===== src/rtl/sram_zeroizer.sv =====
// sram_zeroizer: TL-UL host engine that bulk-clears a word-aligned SRAM region with capability-0
// full-word writes. Build macro SRAM_ZEROIZER_PATTERN_EN adds fill_pattern_i as the write data.

package tlul_pkg;

    typedef enum logic [2:0] {
        PutFullData    = 3'h0,
        PutPartialData = 3'h1,
        Get            = 3'h4
    } tl_a_op_e;

    typedef enum logic [2:0] {
        AccessAck     = 3'h0,
        AccessAckData = 3'h1
    } tl_d_op_e;

    typedef struct packed {
        logic       capability;
        logic [6:0] cmd_intg;
        logic [6:0] data_intg;
    } tl_a_user_t;

    typedef struct packed {
        logic        a_valid;
        tl_a_op_e    a_opcode;
        logic [2:0]  a_param;
        logic [1:0]  a_size;
        logic [7:0]  a_source;
        logic [31:0] a_address;
        logic [3:0]  a_mask;
        logic [31:0] a_data;
        tl_a_user_t  a_user;
        logic        d_ready;
    } tl_h2d_t;

    typedef struct packed {
        logic        d_valid;
        tl_d_op_e    d_opcode;
        logic [1:0]  d_size;
        logic [7:0]  d_source;
        logic [31:0] d_data;
        logic        d_error;
        logic        a_ready;
    } tl_d2h_t;

    // Interleaved parity code: check bit j covers every 7th input bit starting at j.
    function automatic logic [6:0] intg_gen(input logic [56:0] v);
        logic [6:0] p;
        p = '0;
        for (int unsigned j = 0; j < 7; j++) begin
            for (int unsigned i = j; i < 57; i += 7) begin
                p[j] = p[j] ^ v[i];
            end
        end
        return p;
    endfunction

endpackage

module sram_zeroizer
    import tlul_pkg::*;
#(
    parameter int unsigned AddrWidth      = 32,
    parameter int unsigned CountWidth     = 16,
    parameter int unsigned MaxOutstanding = 2
) (
    input  logic                  clk_i,
    input  logic                  rst_ni,
    input  logic                  start_i,
    input  logic [AddrWidth-1:0]  base_addr_i,
    input  logic [CountWidth-1:0] num_words_i,
`ifdef SRAM_ZEROIZER_PATTERN_EN
    input  logic [31:0]           fill_pattern_i,
`endif
    input  logic                  abort_i,
    output logic                  busy_o,
    output logic                  done_o,
    output logic                  err_o,
    output logic                  aborted_o,
    output logic [CountWidth-1:0] words_done_o,
    output tl_h2d_t               tl_o,
    input  tl_d2h_t               tl_i
);

    localparam int unsigned OutW = $clog2(MaxOutstanding + 1);

    typedef enum logic [1:0] {StIdle, StIssue, StDrain, StDone} state_e;

    state_e                state_q, state_d;
    logic [AddrWidth-1:0]  addr_q, addr_d;
    logic [CountWidth-1:0] num_q, num_d;
    logic [CountWidth-1:0] issued_q, issued_d;
    logic [CountWidth-1:0] words_q, words_d;
    logic [OutW-1:0]       outst_q, outst_d;
    logic                  err_q, err_d;
    logic                  aborted_q, aborted_d;
    logic                  stop_q, stop_d;
    logic [31:0]           wdata;
    logic                  a_valid, a_fire, pending, d_fire;

`ifdef SRAM_ZEROIZER_PATTERN_EN
    logic [31:0] pattern_q, pattern_d;
    assign wdata = pattern_q;
`else
    assign wdata = 32'h0;
`endif

    always_comb begin
        // Counters only move on acceptance, so a stalled request stays stable.
        a_valid = (state_q == StIssue) && (issued_q != num_q) &&
                  (outst_q < OutW'(MaxOutstanding));
        a_fire  = a_valid & tl_i.a_ready;
        pending = a_valid & ~tl_i.a_ready;
        d_fire  = tl_i.d_valid & (outst_q != '0);

        state_d   = state_q;
        addr_d    = addr_q;
        num_d     = num_q;
        issued_d  = issued_q;
        words_d   = words_q;
        outst_d   = outst_q;
        err_d     = err_q;
        aborted_d = aborted_q;
        stop_d    = stop_q;
`ifdef SRAM_ZEROIZER_PATTERN_EN
        pattern_d = pattern_q;
`endif

        if (a_fire) begin
            issued_d = issued_q + CountWidth'(1);
            addr_d   = addr_q + AddrWidth'(4);
        end
        unique case ({a_fire, d_fire})
            2'b10:   outst_d = outst_q + OutW'(1);
            2'b01:   outst_d = outst_q - OutW'(1);
            default: outst_d = outst_q;
        endcase
        if (d_fire) begin
            words_d = words_q + CountWidth'(1);
            err_d   = err_q | tl_i.d_error;
        end

        unique case (state_q)
            StIdle: begin
                if (start_i) begin
                    state_d   = StIssue;
                    addr_d    = {base_addr_i[AddrWidth-1:2], 2'b00};
                    num_d     = num_words_i;
                    issued_d  = '0;
                    words_d   = '0;
                    err_d     = 1'b0;
                    aborted_d = 1'b0;
                    stop_d    = 1'b0;
`ifdef SRAM_ZEROIZER_PATTERN_EN
                    pattern_d = fill_pattern_i;
`endif
                end
            end
            StIssue: begin
                if (abort_i) begin
                    aborted_d = 1'b1;
                    stop_d    = 1'b1;
                end
                if (issued_q == num_q) begin
                    state_d = StDrain;
                end else if ((abort_i || stop_q) && !pending) begin
                    state_d = StDrain;
                end
            end
            StDrain: begin
                if (outst_q == '0) begin
                    state_d = StDone;
                end
            end
            StDone:  state_d = StIdle;
            default: state_d = StIdle;
        endcase
    end

    always_ff @(posedge clk_i or negedge rst_ni) begin
        if (!rst_ni) begin
            state_q   <= StIdle;
            addr_q    <= '0;
            num_q     <= '0;
            issued_q  <= '0;
            words_q   <= '0;
            outst_q   <= '0;
            err_q     <= 1'b0;
            aborted_q <= 1'b0;
            stop_q    <= 1'b0;
`ifdef SRAM_ZEROIZER_PATTERN_EN
            pattern_q <= '0;
`endif
        end else begin
            state_q   <= state_d;
            addr_q    <= addr_d;
            num_q     <= num_d;
            issued_q  <= issued_d;
            words_q   <= words_d;
            outst_q   <= outst_d;
            err_q     <= err_d;
            aborted_q <= aborted_d;
            stop_q    <= stop_d;
`ifdef SRAM_ZEROIZER_PATTERN_EN
            pattern_q <= pattern_d;
`endif
        end
    end

    assign busy_o       = (state_q == StIssue) || (state_q == StDrain);
    assign done_o       = (state_q == StDone);
    assign err_o        = err_q;
    assign aborted_o    = aborted_q;
    assign words_done_o = words_q;

    always_comb begin
        tl_o                     = '0;
        tl_o.a_valid             = a_valid;
        tl_o.a_opcode            = PutFullData;
        tl_o.a_param             = 3'h0;
        tl_o.a_size              = 2'd2;
        tl_o.a_source            = 8'h0;
        tl_o.a_address           = 32'(addr_q);
        tl_o.a_mask              = 4'hF;
        tl_o.a_data              = wdata;
        tl_o.a_user.capability   = 1'b0;
        tl_o.a_user.cmd_intg     = intg_gen({17'h0, 1'b0, 3'(PutFullData), 4'hF, 32'(addr_q)});
        tl_o.a_user.data_intg    = intg_gen({25'h0, wdata});
        tl_o.d_ready             = 1'b1;
    end

    // Stray responses (e.g. from before a reset) are dropped; flag them in simulation.
    d_valid_unexpected_a: assert property (@(posedge clk_i) disable iff (!rst_ni)
        tl_i.d_valid |-> (outst_q != '0))
        else $error("sram_zeroizer: d_valid with no outstanding write");

endmodule


===== config.mk =====
export PLATFORM = sky130hd
export DESIGN_NAME = sram_zeroizer
export DESIGN_NICKNAME = d
export VERILOG_FILES = /design/src/rtl/sram_zeroizer.sv
export SDC_FILE = /design/constraint.sdc
export NUM_CORES = 1
export LEC_CHECK = 0
export CAP_MARGIN = 20
export CORE_MARGIN = 4
export CORE_UTILIZATION = 48
export CTS_BUF_LIST = sky130_fd_sc_hd__clkbuf_16
export DETAILED_ROUTE_END_ITERATION = 8
export PLACE_DENSITY_LB_ADDON = 0.1
export SLEW_MARGIN = 20
export SYNTH_ARGS = -nofsm -noshare
export SYNTH_HDL_FRONTEND = slang
export SYNTH_SLANG_ARGS = --single-unit

===== constraint.sdc =====
create_clock -name clk_i -period 5.43 [get_ports clk_i]
set_clock_uncertainty 0.2 [all_clocks]
set_input_delay 0.543 -clock clk_i [delete_from_list [all_inputs] [get_ports clk_i]]
set_output_delay 0.543 -clock clk_i [all_outputs]
set_load 0.05 [all_outputs]

==> results.toml <==
[synth]
ys_seq_area_share_pct = 38.6
post-synth-top-count-cell = "sky130_fd_sc_hd__dfrtp_1"
synth.yosys.warnings = 0
syn-cell-area_mm2 = 0.00544
synth_area_leader_cell = "sky130_fd_sc_hd__dfrtp_1"
synth.top_cells.by_count = "sky130_fd_sc_hd__dfrtp_1 (84), sky130_fd_sc_hd__nand2_1 (77), sky130_fd_sc_hd__buf_4 (68), sky130_fd_sc_hd__nor2_1 (51), sky130_fd_sc_hd__o31ai_1 (32)"
synth_compound_area_share_pct = 12.1
async_flop_share_pct = 100
synth_mux_area_share_pct = 1.13
synth_top_family_by_area = "simple AND/OR/NAND/NOR gates"
area_share_of_xor_xnor_cells_in_the_synthesized_design_pct = 8.69
synth_flop_cell = "sky130_fd_sc_hd__dfrtp_1"
synthesis.instances = 619
synth-seq-cells = 84
post-synth-top-area-fraction_pct = 38.6
synth_fa_ha_area_share_pct = 2.07
synth-edff-count = 0
synth_simple_gate_area_share_pct = 24.0
postSynthAreaPerCell_um2 = 8.79
yosysUniqueCellTypes = 48
synthTopCellsByArea = "sky130_fd_sc_hd__dfrtp_1 (39%), sky130_fd_sc_hd__buf_4 (9.4%), sky130_fd_sc_hd__nand2_1 (5.3%)"

[cts]
post_cts_resize_count = 0
clockRootBuffer = "sky130_fd_sc_hd__clkbuf_16"
clock_tree_from_tritoncts = "done"
insertion_delay_ns = 0.34
htree_levels = 3
holdBufCountCts = 0
cts.clk_slew.worst_paths_ns = 0.06
number_of_buffers_on_the_longest_clock_path = 2
clock_sinks = 84
postCtsSetupBuffers = 0
cts_inserted_buffers = 9

[sta]
finalCritPeriodShare_pct = 71.5
achievable-frequency_ghz = 0.258
rsz0062_at_grt = "false"
whs_ns = -0.0204
timing.final.crit_period_ns = 3.88
slew_violations = 0
worst_pin_slew_ns = 0.835
finalSetupViolCount = 0
finalHoldViolations = 9
setup-tns-final_ns = 0
max-slew-margin-rel_pct = 44.3

[global_routing]
global_route.usage.met1_pct = 27.6
globalRouteOverflowTotal = 0
grt_pass1_wl_um = 21900
grt.busiest_layer = "met2"
grt_max_degree = 89
use_met2_pct = 33.1
grt_pass1_vias = 4503
antenna_violations_before_repair = 0
grt_use_total_pct = 20.6
grt.met3_usage_pct = 4.12

[route]
drt_iter0_markers = 288
totalWireLength_um = 13300
num_vias = 4620
drcViolationCount = 0
detail_route.first_pass.iterations = 4
routedWlPerCell_um = 15.6
ant_nets = 0
detail_route.vias_per_cell = 5.43

[die]
num_io_pins = 221
dieArea_mm2 = 0.0131
die_w_um = 114
core_area_mm2 = 0.0110
die_h_um = 114
effective_utilization_at_floorplan_pct = 49.5
count_of_standard_cell_rows = 38

[worst_setup_path]
crit_path_end_kind = "output port"
critical_path_required_ns = 4.69
crit_type = "reg2out"
cp-start-kind = "flop"
crit_path_max_fanout = 83
worst_ep_arrival_time_ns = 3.14
timing.reg2reg.worst_path_depth = 5

[finish]
finalNetCount = 815
syn_to_final_growth_pct = 21.4
n_fill_cell = 1018
final_layout_size_suffix_gt1_share_pct = 4.50
diodes = 0
final_cell_count_no_fill = 851

[place]
dp.final_hpwl_um = 9230
numPlacedInstances = 835
io_buffers = 110
gp_routability_congestion = 0.805

[power_and_ir_drop]
power-per-cell-area_mw_per_mm2 = 639
power.static_leakage_nw = 2.77
power.ir.vdd_worst_uv = 897

[min_path]
worstHoldPathType = "in2async"

[status]
outcome = "finished, violations left"
failed_checks = "negative hold slack"

[run]
max-cap-violations = 0
## where the power goes
part | total [mW] | switching (mW) | internal, mW
Sequential | 1.15 | 0.317 | 0.835
Combinational | 2.46 | 1.59 | 0.862
Clock | 0.613 | 0.259 | 0.354
Total | 4.22 | 2.17 | 2.05
## sequential cells by signal, summed over array words and instances (netlist names)
signal        flops
issued_q         16
num_q            16
addr_q           30
err_o             1
state_q           2
words_done_o     16
stop_q            1
outst_q           2
## critical path: stages (launching register included)
cell	delay, ns
sky130_fd_sc_hd__dfrtp_1	0.44
sky130_fd_sc_hd__xor2_1	0.17
sky130_fd_sc_hd__nor4_1	0.47
sky130_fd_sc_hd__and4_4	0.84
sky130_fd_sc_hd__nor3b_1	0.11
sky130_fd_sc_hd__clkdlybuf4s50_1	0.73
## metal layers
metal  routed length (µm)  share of wire [%]
met1                 5800                 44
met2                 6360                 48
met3                  946                7.1
met4                  204                1.5
met5                    0                  0
## area by class of cell
type | count | area [µm²] | area share [%]
Multi-Input combinational cell | 482 | 2850 | 43.2
Sequential cell | 84 | 2100 | 31.8
Timing Repair Buffer | 114 | 1130 | 17.1
Clock buffer | 9 | 225 | 3.41
Tap cell | 140 | 175 | 2.65
Clock inverter | 7 | 67.6 | 1.02
Inverter | 15 | 56.3 | 0.852
## placed cells by master, fill, tap and decap left out, types with 8 or more instances in the layout
master	count
sky130_fd_sc_hd__clkdlybuf4s50_1	109
sky130_fd_sc_hd__dfrtp_1	84
sky130_fd_sc_hd__nand2_1	76
sky130_fd_sc_hd__conb_1	63
sky130_fd_sc_hd__nor2_1	51
sky130_fd_sc_hd__o31ai_1	32
sky130_fd_sc_hd__or4_1	31
sky130_fd_sc_hd__nand3_1	29
sky130_fd_sc_hd__xnor2_1	28
sky130_fd_sc_hd__a31oi_1	28
sky130_fd_sc_hd__xor2_1	26
sky130_fd_sc_hd__a21oi_1	16
sky130_fd_sc_hd__inv_1	15
sky130_fd_sc_hd__nand4_1	14
sky130_fd_sc_hd__ha_1	9
sky130_fd_sc_hd__clkbuf_16	9
sky130_fd_sc_hd__or3_1	8
sky130_fd_sc_hd__o21ai_0	8
## path summary, 6_finish.rpt
path,startpoint,endpoint,slack (ns)
min reg2reg,num_q[9],num_q[9],0.30
max in group asynchronous,rst_ni,issued_q[1],4.05
max reg2reg,issued_q[0],state_q[1],2.59
max,issued_q[0],tl_o[100],1.55
min in group clk_i,num_q[9],num_q[9],0.30
min,rst_ni,addr_q[11],-0.02
## cell families (layout without fill, tap and decap cells)
kind of cell | after synthesis | count (layout)
and+or+nand+nor | 251 | 251
buffers and inverters | 114 | 145
AOI/OAI and AO/OA | 99 | 99
DFF | 84 | 84
xor gates and xnor gates | 54 | 54
adders and majority gates | 9 | 9
muxes | 6 | 6
other | 2 | 63
## stage by stage
stage	setup slack (ns)	cell area, µm²	utilization, %	power [mW]	hold WS [ns]
after floorplan	2.79	5670	-	2.90	0.0474
after global placement	2.00	6310	57.5	3.58	0.281
after detailed placement	1.99	6310	57.5	3.63	0.287
after CTS	1.58	6610	60.1	4.25	0.00461
after global routing	1.37	6610	60.1	4.47	0.0245
final	1.55	6610	60.1	4.22	-0.0204
Note: power is estimated with default switching activity, not from simulation.
